==> config.mk <==
export PLATFORM = sky130hd
export DESIGN_NAME = imem_loader_flat
export DESIGN_NICKNAME = d
export VERILOG_FILES = /design/src/rtl/imem_loader_if.sv /design/src/rtl/imem_loader.sv /design/src/flat_wrapper.sv
export SDC_FILE = /design/constraint.sdc
export NUM_CORES = 1
export LEC_CHECK = 0
export ABC_CLOCK_PERIOD_IN_PS = 3700
export CORE_AREA = 5 5 148 150
export CTS_CLUSTER_DIAMETER = 100
export CTS_CLUSTER_SIZE = 10
export DETAILED_ROUTE_END_ITERATION = 7
export DIE_AREA = 0 0 153 155
export DONT_BUFFER_PORTS = 1
export SLEW_MARGIN = 0
export SYNTH_ARGS = -nofsm -noshare
export SYNTH_HDL_FRONTEND = slang
export SYNTH_SLANG_ARGS = --single-unit
==> constraint.sdc <==
create_clock -name clk -period 3.7 [get_ports clk]
set_input_delay 0.555 -clock clk [delete_from_list [all_inputs] [get_ports clk]]
set_output_delay 0.555 -clock clk [all_outputs]
set_load 0.01 [all_outputs]
==> src/rtl/imem_loader_if.sv <==
// Host-to-loader word stream plus the instruction-memory port A bus.
// Handshake: a host word transfers on a rising clk edge where host_valid_i && host_ready_o; the host holds data/last stable until then, and ready never depends on valid.
interface imem_loader_if #(
  parameter int ADDR_WIDTH = 8,
  parameter int DATA_WIDTH = 32
);
  logic                  host_valid_i;
  logic [DATA_WIDTH-1:0] host_data_i;
  logic                  host_last_i;
  logic                  host_ready_o;
  logic                  imem_wea_o;
  logic [ADDR_WIDTH-1:0] imem_addr_o;
  logic [DATA_WIDTH-1:0] imem_dina_o;
  logic [DATA_WIDTH-1:0] imem_douta_i;

  modport slave (
    input  host_valid_i, host_data_i, host_last_i, imem_douta_i,
    output host_ready_o, imem_wea_o, imem_addr_o, imem_dina_o
  );

  modport master (
    output host_valid_i, host_data_i, host_last_i, imem_douta_i,
    input  host_ready_o, imem_wea_o, imem_addr_o, imem_dina_o
  );
endinterface

==> src/rtl/imem_loader.sv <==
// Streams a host image into instruction memory, reads it back to compare
// checksums, and holds the CPU in reset until the image is proven good.
module imem_loader #(
  parameter int ADDR_WIDTH = 8,
  parameter int DATA_WIDTH = 32
) (
  input  logic                  clk,
  input  logic                  rst,
  input  logic                  load_start_i,
  imem_loader_if.slave          bus,
  output logic                  cpu_rst_n_o,
  output logic                  busy_o,
  output logic                  done_o,
  output logic [1:0]            err_o,
  output logic [ADDR_WIDTH:0]   word_count_o,
  output logic [2:0]            state_o
);

  typedef enum logic [2:0] {
    S_IDLE    = 3'd0,
    S_LOAD    = 3'd1,
    S_VERIFY  = 3'd2,
    S_DONE_OK = 3'd3,
    S_FAIL    = 3'd4
  } state_t;

  localparam logic [ADDR_WIDTH:0] CNT_ONE = 1;

  state_t                state_q;
  logic [ADDR_WIDTH:0]   word_count_q;
  logic [ADDR_WIDTH:0]   vcnt_q;
  logic [DATA_WIDTH-1:0] write_sum_q;
  logic [DATA_WIDTH-1:0] read_sum_q;
  logic [1:0]            err_q;
  logic                  busy_q;
  logic                  done_q;
  logic                  cpu_rst_n_q;

  logic                  accept;
  logic                  last_addr;
  logic                  verify_end;
  logic                  mismatch;
  logic [DATA_WIDTH-1:0] read_sum_nxt;
  logic [ADDR_WIDTH-1:0] addr_c;

  assign accept       = bus.host_valid_i && (state_q == S_LOAD);
  assign last_addr    = (word_count_q[ADDR_WIDTH-1:0] == {ADDR_WIDTH{1'b1}});
  assign read_sum_nxt = read_sum_q + bus.imem_douta_i;
  assign verify_end   = (state_q == S_VERIFY) && (vcnt_q == word_count_q);
  assign mismatch     = (read_sum_nxt != write_sum_q);

  // Loading writes at the running count; verify walks 0..count-1 and then
  // spends one extra cycle collecting the last read word.
  always_comb begin
    addr_c = '0;
    if (state_q == S_LOAD) begin
      addr_c = word_count_q[ADDR_WIDTH-1:0];
    end else if ((state_q == S_VERIFY) && (vcnt_q < word_count_q)) begin
      addr_c = vcnt_q[ADDR_WIDTH-1:0];
    end
  end

  assign bus.host_ready_o = (state_q == S_LOAD);
  assign bus.imem_wea_o   = accept;
  assign bus.imem_addr_o  = addr_c;
  assign bus.imem_dina_o  = accept ? bus.host_data_i : '0;

  assign cpu_rst_n_o  = cpu_rst_n_q;
  assign busy_o       = busy_q;
  assign done_o       = done_q;
  assign err_o        = err_q;
  assign word_count_o = word_count_q;
  assign state_o      = state_q;

  always_ff @(posedge clk or posedge rst) begin
    if (rst) begin
      state_q      <= S_IDLE;
      word_count_q <= '0;
      vcnt_q       <= '0;
      write_sum_q  <= '0;
      read_sum_q   <= '0;
      err_q        <= 2'b00;
      busy_q       <= 1'b0;
      done_q       <= 1'b0;
      cpu_rst_n_q  <= 1'b1;
    end else begin
      case (state_q)
        S_IDLE, S_DONE_OK, S_FAIL: begin
          if (load_start_i) begin
            state_q      <= S_LOAD;
            word_count_q <= '0;
            vcnt_q       <= '0;
            write_sum_q  <= '0;
            read_sum_q   <= '0;
            err_q        <= 2'b00;
            busy_q       <= 1'b1;
            done_q       <= 1'b0;
            cpu_rst_n_q  <= 1'b0;
          end
        end

        S_LOAD: begin
          if (accept) begin
            word_count_q <= word_count_q + CNT_ONE;
            write_sum_q  <= write_sum_q + bus.host_data_i;
            // The top address is the last slot: without a last marker the
            // image is too big, so stop here rather than wrap.
            if (bus.host_last_i || last_addr) begin
              state_q    <= S_VERIFY;
              vcnt_q     <= '0;
              read_sum_q <= '0;
              if (!bus.host_last_i) begin
                err_q[1] <= 1'b1;
              end
            end
          end
        end

        S_VERIFY: begin
          vcnt_q <= vcnt_q + CNT_ONE;
          if (vcnt_q != '0) begin
            read_sum_q <= read_sum_nxt;
          end
          if (verify_end) begin
            err_q[0] <= mismatch;
            busy_q   <= 1'b0;
            if (err_q[1] || mismatch) begin
              state_q <= S_FAIL;
              done_q  <= 1'b0;
            end else begin
              state_q     <= S_DONE_OK;
              done_q      <= 1'b1;
              cpu_rst_n_q <= 1'b1;
            end
          end
        end

        default: begin
          state_q     <= S_IDLE;
          busy_q      <= 1'b0;
          done_q      <= 1'b0;
          cpu_rst_n_q <= 1'b1;
        end
      endcase
    end
  end

endmodule

==> src/flat_wrapper.sv <==
// flat-port wrapper written by rule: the top's interface ports become plain ports
module imem_loader_flat 
#(
  parameter int ADDR_WIDTH = 8,
  parameter int DATA_WIDTH = 32
)
  (clk, rst, load_start_i, cpu_rst_n_o, busy_o, done_o, err_o, word_count_o, state_o, bus_host_valid_i, bus_host_data_i, bus_host_last_i, bus_imem_douta_i, bus_host_ready_o, bus_imem_wea_o, bus_imem_addr_o, bus_imem_dina_o);
  imem_loader_if #(.ADDR_WIDTH(ADDR_WIDTH), .DATA_WIDTH(DATA_WIDTH)) bus_i ();
  input  logic clk;
  input  logic rst;
  input  logic load_start_i;
  output logic cpu_rst_n_o;
  output logic busy_o;
  output logic done_o;
  output logic [1:0] err_o;
  output logic [ADDR_WIDTH:0] word_count_o;
  output logic [2:0] state_o;
  input wire logic [$bits(bus_i.host_valid_i)-1:0] bus_host_valid_i;
  input wire logic [$bits(bus_i.host_data_i)-1:0] bus_host_data_i;
  input wire logic [$bits(bus_i.host_last_i)-1:0] bus_host_last_i;
  input wire logic [$bits(bus_i.imem_douta_i)-1:0] bus_imem_douta_i;
  output wire logic [$bits(bus_i.host_ready_o)-1:0] bus_host_ready_o;
  output wire logic [$bits(bus_i.imem_wea_o)-1:0] bus_imem_wea_o;
  output wire logic [$bits(bus_i.imem_addr_o)-1:0] bus_imem_addr_o;
  output wire logic [$bits(bus_i.imem_dina_o)-1:0] bus_imem_dina_o;
  assign bus_i.host_valid_i = bus_host_valid_i;
  assign bus_i.host_data_i = bus_host_data_i;
  assign bus_i.host_last_i = bus_host_last_i;
  assign bus_i.imem_douta_i = bus_imem_douta_i;
  assign bus_host_ready_o = bus_i.host_ready_o;
  assign bus_imem_wea_o = bus_i.imem_wea_o;
  assign bus_imem_addr_o = bus_i.imem_addr_o;
  assign bus_imem_dina_o = bus_i.imem_dina_o;
  imem_loader #(.ADDR_WIDTH(ADDR_WIDTH), .DATA_WIDTH(DATA_WIDTH)) u_core (.clk(clk), .rst(rst), .load_start_i(load_start_i), .bus(bus_i), .cpu_rst_n_o(cpu_rst_n_o), .busy_o(busy_o), .done_o(done_o), .err_o(err_o), .word_count_o(word_count_o), .state_o(state_o));
endmodule
==> metrics.md <==
| Metric | Value |
|---|---|
| Status | completed |
| CP Class | register to output pin |
| Core Region | between 0.02 and 0.025 mm2 |
| Total design power | ~9000 uW |
| Share of cells above drive strength 1 | between 10% and 20% |
| Synthesized cell area | 0.00881 mm2 |
| Max cap viols | 0 |
| CP max FO | 8 |
| First-pass GRT wire length | around 43000 um |
| Synthesis-to-layout area growth | 15.3% |
| DRC Markers | 0 |
| CP bufs+invs | 2 |
| Syn Nets | between 1000 and 1500 |
| Antenna violations before repair | 0 |
| Async SR Flop Fraction | 100% |
| NumNets Final | between 1000 and 1500 |
| Clock Skew | ~0.0099 ns |
| Finish-stage setup viols | 0 |
| Final Hold Violating Endpoints | 0 |
| PD cells | a little under 900 mW/mm2 |
| CTS tree | yes |
| Crit-path cells | inv_1, ha_1, nor2b_1, o21a_1, o21a_1, o21a_1, o21a_1, o21a_1, o21ai_1, nand2b_1, a211oi_2, buf_4, a22o_1 |
| Sw frac | roughly 48% |
| Max_slew headroom | a little under a third |
| Routed vias | between 8000 and 9000 |
| Post-Syn Instances | 1079 |
| # diodes | 0 |
| Final WL | between 20000 and 30000 um |
| Post-route insts no fill | between 1000 and 1500 |
| WL/cell | between 15 and 20 um |
| Worst R2R End | u_core.state_o[2] |
| Antenna Nets Post-Route | 0 |
| Vias in the first global route | 8084 |
| NetSw | roughly 4300 uW |
| Die Footprint | 0.0237 mm2 |
| Hold/Removal Path Class | input pin to asynchronous set/reset pin |
| Die Y | roughly 160 um |
| CTS max path bufs | 2 |
| Io pins | ~130 |
| RSZ-0062 raised after global routing | yes |
| Int Power | about 4600 uW |
| Fmax | roughly 0.28 GHz |
| R2R cell count | 12 |
| Vias per cell | 5.83 |
| Worst path arrival time | between 3 and 4 ns |
| Die width | between 150 and 200 um |
| Dpl hpwl | roughly 21000 um |
| Fin. max-slew vios | 0 |
| Post-synth EDFFs | 0 |
| Most frequent cells after synthesis | nand2_1, o21ai_0, dfrtp_1 |
| # Post-CTS Setup Buffers | 0 |
| Slew @ Worst Pin | approximately 1.0 ns |
| Clk Latency, worst-skew pair | between 0.3 and 0.4 ns |
| Critical Path End Type | output pin |
| Row cnt | between 50 and 60 |
| Hold-fix buffers, CTS | 0 |
| GR Overflow Total | 0 |
| Sequential power share | 19.9% |
| Slowest CP cell | dfrtp_2 |
| Number of cells on the critical path | 13 |
| Largest net degree at the start of global routing | between 40 and 50 |
| Top cell family by delay on the critical path | compound AO/OA/AOI/OAI gates |
| Global Route Usage Sum | approximately 22% |
| DRT iter0 DRCs | roughly 420 |
| Worst Path Required | 3.14 ns |
| Count leader, synth | nand2_1 |
| Syn. warnings | 0 |
| Largest stage delay, worst path | between 0.4 and 0.5 ns |
| Port Buf Inserts | 0 |
| Largest cells by area after synthesis | dfrtp_1, ha_1, o21ai_0, nand2_1, xnor2_1 |
| Top FF cell, synth | dfrtp_1 |
| Largest area contributor in the netlist | dfrtp_1 |
| Clock network power share | a little under an eighth |
| CTS buffer count | 9 |
| Maximum VDD drop | 0.340 mV |
| Sink Count | 90 |
| Logic gate share of total power | between 60% and 70% |
| Htree depth | 3 |
| Worst R2R Setup Slack | between 0.15 and 0.2 ns |
| Worst R2R Start | u_core.read_sum_q[5] |
| Starting Density | a little over two fifths |
| Clk slew on worst S/H paths | 0.08 ns |
| Critical Path End | bus_imem_addr_o[0] |
| Tcrit/Tclk final | approximately 96% |
| CTS Root Cell | clkbuf_16 |
| Synth unique cells | 93 |
| Min cycle time layout | about 3.6 ns |
| Detailed Routing Iterations Pass 1 | 5 |
| LEAKAGE | 0.00468 uW |
| Most common cell on crit path | o21a_1 |
| Crit path from | u_core.word_count_o[1] |
| Startpoint Class | register |
| FF+latch count, synth | 90 |
| Share of the synthesized area in the top cell type | 25.3% |
| Seq/Total Area, Yosys | approximately a quarter |
| Syn Area/Cell | around 8.2 um2 |
| Placer Congestion | roughly 0.92 |
| Cells after DPL | between 1000 and 1500 |
-- state kept, by name, summed over array words and instances (netlist names) --
name,count
u_core.read_sum_q,32
u_core.write_sum_q,32
u_core.vcnt_q,9
u_core.word_count_o,9
u_core.state_o,3
u_core.err_o,2
u_core.busy_o,1
u_core.cpu_rst_n_o,1
u_core.done_o,1
-- per-layer routing --
layer / global-route usage [%] / wire length [um] / up-vias
li1: - / - / 4120
met1: 30.6 / 12500 / 3957
met2: 36.2 / 12400 / 194
met3: 3.73 / 1300 / 32
met4: 6.32 / 525 / 0
met5: 0 / 0 / -
-- what timing repair did --
item                       in CTS  in global routing
setup endpoints to repair      14                 14
gates resized for setup         6                 16
pin swaps                       3                  3
-- cell families (layout without fill, tap and decap cells) --
family	count (synthesis)	in the layout	share of synthesized area, %
buf+inv	82	153	4.22
flops	90	90	25.6
xor+xnor	85	85	9.92
compound gates	353	353	26.6
mux	6	6	0.710
simple gates	387	387	22.0
fa+ha+maj	76	76	11.0
-- stage by stage --
step	utilization [%]	hold WS, ns	instance area, um2	TNS, ns	setup WS [ns]
after CTS	48.9	0.181	10100	0	0.00768
after detailed placement	47.2	0.474	9710	-2.47	-0.490
after global routing	49.4	0.209	10100	-0.229	-0.0363
final	49.4	0.153	10100	0	0.137
after floorplan	-	0.453	8810	0	0.0753
after global placement	47.2	0.466	9710	-1.93	-0.399
-- power by group through the flow --
stage,clock network [uW],registers (uW),logic (uW)
after detailed placement,0,1790,5930
after global placement,0,1780,5890
after floorplan,0,1610,4280
after CTS,1060,1770,6000
final,1030,1770,6100
after global routing,1090,1820,6740
-- layout make-up --
class,count,area [um2]
flip-flops and latches,90,2250
inverters,35,134
well taps,275,344
clock inverters,7,93.8
fillers,2061,10400
repair buffers,102,791
clock buffers,9,225
multi-input cells,907,6310
-- worst min-delay path by stage --
stage,depth (start not counted),start,endpoint
floorplan,2,u_core.read_sum_q[4],u_core.read_sum_q[4]
global placement,2,u_core.read_sum_q[28],u_core.read_sum_q[28]
detailed placement,2,u_core.read_sum_q[16],u_core.read_sum_q[16]
CTS,1,rst,u_core.read_sum_q[27]
global route,1,rst,u_core.read_sum_q[27]
finish,1,rst,u_core.read_sum_q[27]
-- cell usage in the layout (no fill, tap or decap), drive strengths merged, types with 18 or more instances in the layout --
cell type and instances:
nand2 118, o21ai 110, buf 102, dfrtp 89, nor2 86, ha 74, a21oi 72, xnor2 42
and3 38, inv 38, xor2 34, nor3 28, a21o 27, nand2b 22, nand3 19, o21a 19
a22o 18
No activity file was read; power rests on OpenSTA's default activity.
